`src/rtl/shreg_pkg.sv`:
```
// Shared types and helpers for the serial shift-register writer.
package shreg_pkg;

  typedef enum logic [1:0] {
    IDLE  = 2'd0,
    SHIFT = 2'd1,
    LATCH = 2'd2
  } shreg_state_t;

  // Width of a counter that must hold 0..max_val without wrapping.
  function automatic int unsigned cnt_width(input int unsigned max_val);
    return (max_val < 1) ? 1 : $clog2(max_val + 1);
  endfunction

endpackage

```
`src/rtl/shreg_writer_if.sv`:
```
// Word handshake between a producer and the shift-register writer.
interface shreg_writer_if #(
  parameter int unsigned DATA_W = 24
);
  logic [DATA_W-1:0] data;
  logic              d_valid;
  logic              d_ready;

  modport master (output data, output d_valid, input d_ready);
  modport slave  (input data, input d_valid, output d_ready);
endinterface

```
`src/rtl/shreg_tick_gen.sv`:
```
// Bit-period enable: pulses every CLK_DIV cycles while enabled, held at zero otherwise.
module shreg_tick_gen
  import shreg_pkg::*;
#(
  parameter int unsigned CLK_DIV = 1
) (
  input  logic clk,
  input  logic rst,
  input  logic en_i,
  output logic tick_c_o
);

  localparam int unsigned        CNT_W = cnt_width(CLK_DIV);
  localparam logic [CNT_W-1:0]   LAST  = CNT_W'(CLK_DIV - 1);

  logic [CNT_W-1:0] cnt_q;

  assign tick_c_o = en_i && (cnt_q == LAST);

  always_ff @(posedge clk) begin
    if (rst || !en_i || tick_c_o) begin
      cnt_q <= '0;
    end else begin
      cnt_q <= cnt_q + CNT_W'(1);
    end
  end

endmodule

```
`src/rtl/shreg_writer.sv`:
```
// Serialises words onto a 74HC595-style chain (sh_cp/st_cp/d) with a one-word pending buffer.
module shreg_writer
  import shreg_pkg::*;
#(
  parameter int unsigned DATA_W    = 24,
  parameter int unsigned CLK_DIV   = 1,
  parameter int unsigned STCP_W    = 1,
  parameter int unsigned LSB_FIRST = 0
) (
  input  logic           clk,
  input  logic           rst,
  shreg_writer_if.slave  bus,
  output logic           busy,
  output logic           sh_cp,
  output logic           st_cp,
  output logic           d
);

  localparam int unsigned        BIT_W    = cnt_width(DATA_W);
  localparam int unsigned        LAT_W    = cnt_width(STCP_W);
  localparam logic [BIT_W-1:0]   LAST_BIT = BIT_W'(DATA_W - 1);
  localparam logic [LAT_W-1:0]   LAST_LAT = LAT_W'(STCP_W - 1);

  if (DATA_W < 2) begin : g_bad_data_w
    $error("shreg_writer: DATA_W must be 2 or more");
  end
  if (CLK_DIV < 1) begin : g_bad_clk_div
    $error("shreg_writer: CLK_DIV must be 1 or more");
  end
  if (STCP_W < 1) begin : g_bad_stcp_w
    $error("shreg_writer: STCP_W must be 1 or more");
  end
  if (LSB_FIRST > 1) begin : g_bad_lsb_first
    $error("shreg_writer: LSB_FIRST must be 0 or 1");
  end

  shreg_state_t      state_q;
  logic              pend_valid_q;
  logic [DATA_W-1:0] pend_data_q;
  logic [DATA_W-1:0] shreg_q;
  logic [BIT_W-1:0]  bit_cnt_q;
  logic [LAT_W-1:0]  lat_cnt_q;
  logic              high_q;
  logic              sh_cp_q;
  logic              st_cp_q;
  logic              busy_q;

  logic              accept_c;
  logic              tick_c;
  logic [DATA_W-1:0] load_word_c;
  logic [DATA_W-1:0] shreg_shift_c;

  // The data bus is only looked at when the buffer is empty.
  assign accept_c      = bus.d_valid & ~pend_valid_q;
  assign bus.d_ready   = ~pend_valid_q;
  assign load_word_c   = pend_valid_q ? pend_data_q : bus.data;
  assign shreg_shift_c = (LSB_FIRST != 0) ? {1'b0, shreg_q[DATA_W-1:1]}
                                          : {shreg_q[DATA_W-2:0], 1'b0};

  assign d     = (LSB_FIRST != 0) ? shreg_q[0] : shreg_q[DATA_W-1];
  assign sh_cp = sh_cp_q;
  assign st_cp = st_cp_q;
  assign busy  = busy_q;

  shreg_tick_gen #(
    .CLK_DIV (CLK_DIV)
  ) u_tick (
    .clk      (clk),
    .rst      (rst),
    .en_i     (state_q == SHIFT),
    .tick_c_o (tick_c)
  );

  always_ff @(posedge clk) begin
    if (rst) begin
      state_q      <= IDLE;
      pend_valid_q <= 1'b0;
      pend_data_q  <= '0;
      shreg_q      <= '0;
      bit_cnt_q    <= '0;
      lat_cnt_q    <= '0;
      high_q       <= 1'b0;
      sh_cp_q      <= 1'b0;
      st_cp_q      <= 1'b0;
      busy_q       <= 1'b0;
    end else begin
      if (accept_c && (state_q != IDLE)) begin
        pend_valid_q <= 1'b1;
        pend_data_q  <= bus.data;
      end

      case (state_q)
        IDLE: begin
          if (pend_valid_q || accept_c) begin
            state_q      <= SHIFT;
            shreg_q      <= load_word_c;
            pend_valid_q <= 1'b0;
            bit_cnt_q    <= '0;
            high_q       <= 1'b0;
            sh_cp_q      <= 1'b0;
            busy_q       <= 1'b1;
          end else begin
            busy_q <= 1'b0;
          end
        end

        SHIFT: begin
          if (tick_c) begin
            if (!high_q) begin
              sh_cp_q <= 1'b1;
              high_q  <= 1'b1;
            end else begin
              // Falling sh_cp advances the register, so d changes only at bit boundaries.
              sh_cp_q   <= 1'b0;
              high_q    <= 1'b0;
              shreg_q   <= shreg_shift_c;
              bit_cnt_q <= bit_cnt_q + BIT_W'(1);
              if (bit_cnt_q == LAST_BIT) begin
                state_q   <= LATCH;
                st_cp_q   <= 1'b1;
                lat_cnt_q <= '0;
              end
            end
          end
        end

        LATCH: begin
          if (lat_cnt_q == LAST_LAT) begin
            st_cp_q <= 1'b0;
            if (pend_valid_q) begin
              state_q      <= SHIFT;
              shreg_q      <= pend_data_q;
              pend_valid_q <= 1'b0;
              bit_cnt_q    <= '0;
              high_q       <= 1'b0;
            end else begin
              state_q <= IDLE;
              busy_q  <= accept_c;
            end
          end else begin
            lat_cnt_q <= lat_cnt_q + LAT_W'(1);
          end
        end

        default: begin
          state_q <= IDLE;
        end
      endcase
    end
  end

endmodule

```
`src/flat_wrapper.sv`:
```
// flat-port wrapper written by rule: the top's interface ports become plain ports
module shreg_writer_flat import shreg_pkg::*;
#(
  parameter int unsigned DATA_W    = 24,
  parameter int unsigned CLK_DIV   = 1,
  parameter int unsigned STCP_W    = 1,
  parameter int unsigned LSB_FIRST = 0
)
  (clk, rst, busy, sh_cp, st_cp, d, bus_data, bus_d_valid, bus_d_ready);
  shreg_writer_if #(.DATA_W(DATA_W)) bus_i ();
  input  logic clk;
  input  logic rst;
  output logic busy;
  output logic sh_cp;
  output logic st_cp;
  output logic d;
  input wire logic [$bits(bus_i.data)-1:0] bus_data;
  input wire logic [$bits(bus_i.d_valid)-1:0] bus_d_valid;
  output wire logic [$bits(bus_i.d_ready)-1:0] bus_d_ready;
  assign bus_i.data = bus_data;
  assign bus_i.d_valid = bus_d_valid;
  assign bus_d_ready = bus_i.d_ready;
  shreg_writer #(.DATA_W(DATA_W), .CLK_DIV(CLK_DIV), .STCP_W(STCP_W), .LSB_FIRST(LSB_FIRST)) u_core (.clk(clk), .rst(rst), .bus(bus_i), .busy(busy), .sh_cp(sh_cp), .st_cp(st_cp), .d(d));
endmodule
```
`config.mk`:
```
export PLATFORM = sky130hd
export DESIGN_NAME = shreg_writer_flat
export DESIGN_NICKNAME = d
export VERILOG_FILES = /design/src/rtl/shreg_pkg.sv /design/src/rtl/shreg_writer_if.sv /design/src/rtl/shreg_tick_gen.sv /design/src/rtl/shreg_writer.sv /design/src/flat_wrapper.sv
export SDC_FILE = /design/constraint.sdc
export NUM_CORES = 1
export LEC_CHECK = 0
export CORE_ASPECT_RATIO = 0.5
export CORE_UTILIZATION = 45
export DETAILED_ROUTE_END_ITERATION = 12
export GPL_TIMING_DRIVEN = 0
export PLACE_DENSITY = 0.69
export SLEW_MARGIN = 30
export SYNTH_ARGS = -nofsm -noshare
export SYNTH_HDL_FRONTEND = slang
export SYNTH_SLANG_ARGS = --single-unit
```
`constraint.sdc`:
```
create_clock -name clk -period 1.8 [get_ports clk]
set_clock_uncertainty 0.15 [all_clocks]
set_input_delay 0.45 -clock clk [delete_from_list [all_inputs] [get_ports clk]]
set_output_delay 0.45 -clock clk [all_outputs]
set_load 0.01 [all_outputs]
```
## Word level (Yosys, flattened, before mapping)

Cells that the tools add are included.

| operators by class | value |
|---|---|
| reductions and logical operators | 19 |
| mux-type cells | 46 |
| bitwise gates (word level) | 3 |
| equal/unequal tests | 10 |
| $add $sub $neg | 3 |

Operator list:

| operator | number |
|---|---|
| 24-bit two-way mux | 6 |
| 24-bit one-hot mux with 3 select lines | 1 |
| 5-bit two-way mux | 5 |
| 1-bit two-way mux | 21 |
| 5-bit one-hot mux with 3 select lines | 1 |
| 5-bit AND reduction | 3 |
| 2-bit two-way mux | 5 |
| 2-bit by 1-bit != test with 1-bit output (second input constant) | 5 |
| 1-bit one-hot mux with 2 select lines | 5 |
| 2-bit nonzero test | 4 |
| 2-bit one-hot mux with 3 select lines | 1 |
| 3-bit AND reduction | 2 |
| 6-bit AND reduction | 1 |
| 5-bit by 1-bit adder with 5-bit output (second input constant) | 1 |
| 5-bit equality test (second input constant) | 1 |
| 2-bit != test (second input constant) | 2 |
| 4-bit AND reduction | 1 |
| 1-bit logical OR | 3 |
| 1-bit one-hot mux with 3 select lines | 1 |
| 3-bit nonzero test | 1 |
| 1-bit adder (second input constant) | 2 |
| 2-bit by 1-bit equality test with 1-bit output (second input constant) | 1 |
| 2-bit equality test (second input constant) | 1 |
| 1-bit logical AND | 2 |
| 4 further kinds | 5 |

| word-level totals | value |
|---|---|
| output and inout bits | 5 |
| input bits | 27 |
| register bits | 62 |

## Longest topological paths before layout

| logic depth | value |
|---|---|
| depth in word-level cells | 7 |
| depth in mapped cells | 9 |
| gate-level depth less buffers | 6 |

## Modules after synthesis

A second synthesis with hierarchy kept.

| unflattened totals | value |
|---|---|
| cells, all modules | 383 |
| area total of the unflattened synthesis | 2902.8 um2 |

By module, submodules not included:

| module | cells each | times used | area each (um2) |
|---|---|---|---|
| shreg_writer | 380 | 1 | 2865.2 |
| shreg_tick_gen | 3 | 1 | 37.5 |

## Least setup slack after synthesis

OpenSTA, ideal clock, no wires.

| path | value |
|---|---|
| kind | register to register |
| start point | register u_core.state_q[0] |
| end point | register u_core.shreg_q[10] |
| arrival time | 1659 ps |
| path buffers | 2 |
| data required time | 1513 ps |
| cell stages (with the launch flop) | 9 |
| setup slack | -146 ps |
| cells stage by stage | dfxtp_1 inv_1 ha_1 or3b_4 and4_1 buf_2 buf_6 a21oi_1 a211oi_1 |

| on the way | value |
|---|---|
| cells in the longest elaborated chain, start to end | 4 |

RTL lines:

| element | RTL line | text |
|---|---|---|
| from (decl) | shreg_writer.sv:37 | `shreg_state_t state_q;` |
| from (signal assigned) | shreg_writer.sv:76 | `state_q <= IDLE;` |
| from (signal assigned) | shreg_writer.sv:95 | `state_q <= SHIFT;` |
| from (signal assigned) | shreg_writer.sv:119 | `state_q <= LATCH;` |
| 2-bit by 1-bit equality test with 1-bit output | shreg_writer.sv:70, shreg_writer.sv:92 |  |
| 1-bit logical AND | shreg_tick_gen.sv:18 | `assign tick_c_o = en_i && (cnt_q == LAST);` |
| 2-bit by 1-bit != test with 1-bit output (no line) | - |  |
| 6-bit AND reduction (no line) | - |  |
| to (signal assigned) | shreg_writer.sv:96 | `shreg_q <= load_word_c;` |
| to (signal assigned) | shreg_writer.sv:116 | `shreg_q <= shreg_shift_c;` |
| to (signal assigned) | shreg_writer.sv:132 | `shreg_q <= pend_data_q;` |
| to (decl) | shreg_writer.sv:40 | `logic [DATA_W-1:0] shreg_q;` |

Parallel ways exist; a longest one is shown, timed or not.
A chain may end at the register's enable or synchronous reset.

## Worst setup path in the final report

| path | value |
|---|---|
| start point | register u_core.state_q[1] |
| end point | register u_core.shreg_q[8] |

The elaborated chain is that of the path after synthesis.

==> metrics.md <==
| Metric | Value |
|---|---|
| Status | `finished with violations` |
| Failing checks | `design-rule violations, negative setup slack` |
| Clk sinks | `61` |
| Post-DRT Antenna Nets | `0` |
| TNS Setup | `-2.556 ns` |
| Crit path from | `u_core.state_q[1]` |
| Number of flops mapped to enable cells by yosys | `0` |
| Die width | `about 110 microns` |
| Avg WL per Cell | `approximately 18 microns` |
| P_leak | `approximately 1.3 nW` |
| Worst setup EP type | `register` |
| Most common cell after layout, fill and taps aside | `dfxtp_1` |
| Slew headroom | `a little under two thirds` |
| Skew-Pair Late Insertion Delay | `~0.33 ns` |
| Setup violators final | `27` |
| Yosys warning total | `0` |
| Die ar. | `6279 sq um` |
| Hold buffer count at cts | `0` |
| WP data required | `between 1.5 and 2 ns` |
| Total track usage | `about a quarter` |
| Most frequent cells in the layout | `dfxtp_1 (58), nand2_1 (56), a21oi_1 (39)` |
| Syn nets | `around 340` |
| Vias in the first global route | `roughly 2,600` |
| Rows | `19` |
| Antenna violations before repair | `0` |
| Fin nets | `around 390` |
| Clock Tree Root | `clkbuf_16` |
| Tcrit/Tclk final | `108.3%` |
| Share of flip-flops with an asynchronous set or reset | `0%` |
| Total routed wirelength | `7.878 mm` |
| VDD IR max | `between 0.7 and 0.8 mV` |
| CP arrival | `1.99 ns` |
| Core ar. | `between 5000 and 6000 sq um` |
| Largest net degree at the start of global routing | `11` |
| Inserted Clock Buffers | `9` |
| Layout area overhead | `41.28%` |
| Dpl ws | `-0.5902 ns` |
| Worst r2r src | `u_core.state_q[1]` |
| Max cap viols | `0` |
| # diodes | `0` |
| H-tree levels | `3` |
| First-pass GRT wire length | `roughly 13 mm` |
| Vias | `between 2,000 and 3,000` |
| Drt drc | `4` |
| Final hold viol count | `0` |
| Initial core utilization | `between 40% and 50%` |
| Cell count after synthesis | `310` |
| DR pass1 iterations | `12` |
| Bufs on Longest Clock Path | `2` |
| CP Max Fanout | `10` |
| Synthesized cell area | `2676 sq um` |
| Slew Limit Fails | `0` |
| Layout cells sized above 1 | `~28%` |
| WHS | `about 0.31 ns` |
| Vias/cell | `between 6 and 7` |
| PD cells | `~1800 nW/um^2` |
| DP Wirelength | `4.778 mm` |
| Port Buf Inserts | `31` |
| Synth unique cells | `35` |
| Min-Delay Path Class | `register to register` |
| GPL Wtd Cong | `around 0.8` |
| Clock transition at path regs | `about 0.050 ns` |
| Die Y-Extent | `around 57 microns` |
| Synth Register Bits | `between 60 and 70` |
| Top-Level Pins | `32` |
| Unrepaired setup endpoints after global routing | `yes` |
| Crit path kind | `register to register` |
| Critical Path Source Type | `register` |
| Hold path startpoint | `u_core.pend_data_q[3]` |
| Worst setup margin | `-0.1485 ns` |
| Fmax achieved | `between 500 and 600 MHz` |
| Seq/Total Area, Yosys | `between 40 and 50%` |
| Synthesized area per cell | `between 8 and 9 sq um` |
| GRT overflow | `0` |
| Main flop type after synthesis | `dfxtp_1` |
| Minimum clock period | `1.949 ns` |
| Worst-margin pin slew | `0.5489 ns` |
| Initial DRC Count | `about 290` |
| CTS tree | `done` |
==> cells in the mapped netlist (all sizes together), types with 3 or more instances <==
master / count / area (sq um)
a211oi: 25 / 187.7
a21oi: 60 / 300.3
a222oi: 23 / 230.2
and2: 3 / 18.77
buf: 9 / 63.81
clkbuf: 20 / 75.07
dfxtp: 61 / 1221
ha: 6 / 75.07
inv: 4 / 15.01
nand2: 60 / 225.2
nand2b: 3 / 18.77
nor2: 5 / 18.77
o21ai: 7 / 35.03
or4: 3 / 22.52
==> cells by family after synthesis <==
group	synth area share (%)
buffers and inverters	5.750
muxes	0.4207
and+or+nand+nor	15.66
DFF	45.63
adders and majority gates	2.805
other	0.1401
AOI/OAI and AO/OA	29.59
==> sequential cells by signal, indices dropped and copies added, names as in the netlist <==
register             cells
u_core.pend_data_q      24
u_core.u_tick.cnt_q      1
u_core.st_cp             1
u_core.pend_valid_q      1
u_core.sh_cp             1
u_core.shreg_q          24
u_core.busy              1
u_core.high_q            1
u_core.bit_cnt_q         5
u_core.state_q           2
==> power by group <==
part	leakage (nW)	total (mW)	internal, mW	switching (mW)
logic	0.671	3.02	1.36	1.66
clock network	0.172	1.95	1.36	0.588
registers	0.502	1.95	1.70	0.251
==> metal layers <==
| layer | track usage (%) | up-vias | part of all wire, % |
|---|---|---|---|
| li1 | - | 1253 | - |
| met1 | 32.12 | 1321 | 45 |
| met2 | 43.31 | 92 | 48 |
| met3 | 8.423 | 14 | 5.8 |
| met4 | 7.722 | 0 | 0.95 |
| met5 | 0 | - | 0 |
==> path summary, 6_finish.rpt <==
| path | end | slack (ns) | cells after the start |
|---|---|---|---|
| worst max register to register | u_core.shreg_q[8] | -0.15 | 8 |
| worst min register to register | u_core.pend_data_q[3] | 0.31 | 2 |
| worst min-delay path | u_core.pend_data_q[3] | 0.31 | 2 |
| worst max-delay path | u_core.shreg_q[8] | -0.15 | 8 |
==> worst max-delay path, stage by stage, from the launching register on <==
cell and delay, ns:
dfxtp_4 0.37, inv_4 0.08, ha_4 0.12, or3b_4 0.41
and4_4 0.18, buf_8 0.14, buf_12 0.15, a21oi_2 0.15
a211oi_2 0.06
==> layout make-up <==
cell class	instances	area (sq um)
fill	451	1829
multi-input combinational	216	1515
sequential	61	1230
timing repair buffer	38	360.3
clock buffer	13	280.3
buffer	26	219.0
tap	73	91.34
clock inverter	3	65.06
inverter	4	20.02
==> stage by stage <==
step	power (mW)	cell area [sq um]	util (%)	instances
floorplan	3.544	2736	-	310
global placement	4.115	3138	55.93	414
detailed placement	4.170	3138	55.93	414
CTS	6.583	3677	65.54	434
global route	7.235	3781	67.40	434
finish	6.914	3781	67.40	434
==> what timing repair did <==
item                                    4_1_cts  5_1_grt
resized for setup                            64       30
pin swaps                                    11       12
setup buffers                                 6        0
endpoints found under the setup margin       61       52
cloned                                        1        0
Note: power is estimated with default switching activity, not from simulation.
==> variant (same settings) <==
One comparison of `bit_cnt_q` changes from == to >=.
--- a/src/rtl/shreg_writer.sv
+++ b/src/rtl/shreg_writer.sv
@@ -115,7 +115,7 @@
               high_q    <= 1'b0;
               shreg_q   <= shreg_shift_c;
               bit_cnt_q <= bit_cnt_q + BIT_W'(1);
-              if (bit_cnt_q == LAST_BIT) begin
+              if (bit_cnt_q >= LAST_BIT) begin
                 state_q   <= LATCH;
                 st_cp_q   <= 1'b1;
                 lat_cnt_q <= '0;
Function: no difference found for any inputs over 10 cycles, from zero or initial values and one cycle with rst high; that may be too few to reach the edited logic, so the function may still have changed.
==> variant against the unedited design <==
The run ends with setup timing left; final area grew 6.9%; wire length rose by 9.5%; total power rose by 4.3%; die area is 2.5% higher; sequential cell count unchanged; non-clock buffer count up 13; clock power decreased by 22%; area after synthesis grew 2.6%; worst setup slack lost 110 ps; critical endpoint is now u_core.shreg_q[21].
==> variant: results <==
group,metric,value,unit
outcome,status,"complete, but fails checks",
outcome,violations,"setup timing",
route,drtPass1Iterations,6,
yosys,yosys-top-cells-count,"61 x dfxtp_1, 59 x nand2_1, 56 x a21oi_1",
placement,dp_slack,-656,ps
timing,worstMarginPinSlew,692,ps
yosys,ys_seq_area_frac,0.445,
global_route,grt_pass1_vias,2666,
placement,placed_cells,420,
global_route,grt_use_total,0.277,
yosys,synth_compound_area_frac,0.299,
yosys,synth_area_per_cell,8.66,µm²
layout,post_route_cells_drive_above_1_share,0.306,
power,leakagePower,1.46,nW
power,irDropWorstVdd,932,µV
yosys,synth_area_leaders,"dfxtp_1 44%, a21oi_1 10%, a222oi_1 8.4%",
timing,setup_violations,31,
layout,nNetsFinal,408,
global_route,grt_pass1_wl,13.4,mm
route,wire_per_inst,19.1,µm
yosys,muxShareOfSynthArea,0.00365,
critical_path,arrival,2090,ps
yosys,yosysUniqueCellTypes,45,
yosys,synth_fp_nets,350,
timing,finalWorstSetupSlack,-260,ps
critical_path,worstPathMaxFanout,7,
route,wirelength,8.62,mm
placement,finalWeightedCongestion,0.826,
placement,place_area,3230,µm²
-- variant: cell count changes in the layout (fill, tap and decap cells not counted), sizes merged, moves of 2 or more --
cell / delta
buf: +10
a21oi: -4
clkbuf: +4
nand3: +3
bufinv: -2
nor2: +2
-- variant: cell type report --
cell class / count / area, µm² / area share
plain buffers: 27 / 260 / 0.0644
well taps: 73 / 91.3 / 0.0226
inverters: 5 / 23.8 / 0.00588
clock inverters: 2 / 10.0 / 0.00248
flip-flops and latches: 61 / 1230 / 0.305
multi-input cells: 221 / 1670 / 0.412
repair buffers: 50 / 509 / 0.126
clock buffers: 13 / 250 / 0.0619
-- variant: per-layer routing --
metal | GRT usage | share of wire | vias up
li1 | - | - | 1315
met1 | 0.355 | 0.43 | 1372
met2 | 0.447 | 0.47 | 119
met3 | 0.0818 | 0.076 | 20
met4 | 0.112 | 0.023 | 0
met5 | 0 | 0 | -
-- variant: path summary, 6_finish.rpt --
kind,from,endpoint,slack (ps),depth (start not counted)
worst max-delay path,u_core.state_q[1],u_core.shreg_q[21],-260,8
worst min register to register,u_core.pend_data_q[9],u_core.pend_data_q[9],310,2
worst min-delay path,u_core.pend_data_q[9],u_core.pend_data_q[9],310,2
worst max register to register,u_core.state_q[1],u_core.shreg_q[21],-260,8
-- variant: timing repair --
item,4_1_cts,5_1_grt
pin swaps,15,16
buffers inserted,13,4
setup endpoints to repair,56,54
gates cloned,4,1
gates resized for setup,66,53
-- variant: critical path, stage by stage (launching register included) --
cell       delay, ps
dfxtp_4          360
inv_4             80
ha_4             130
or3b_4           390
and4b_1          220
buf_6            170
clkbuf_16        170
a21oi_2          160
a211oi_1          80
-- variant: power by group --
group | total, W | internal (W) | switching (W)
clock | 0.00153 | 0.000955 | 0.000579
sequential | 0.00196 | 0.00171 | 0.000254
combinational | 0.00371 | 0.00178 | 0.00193
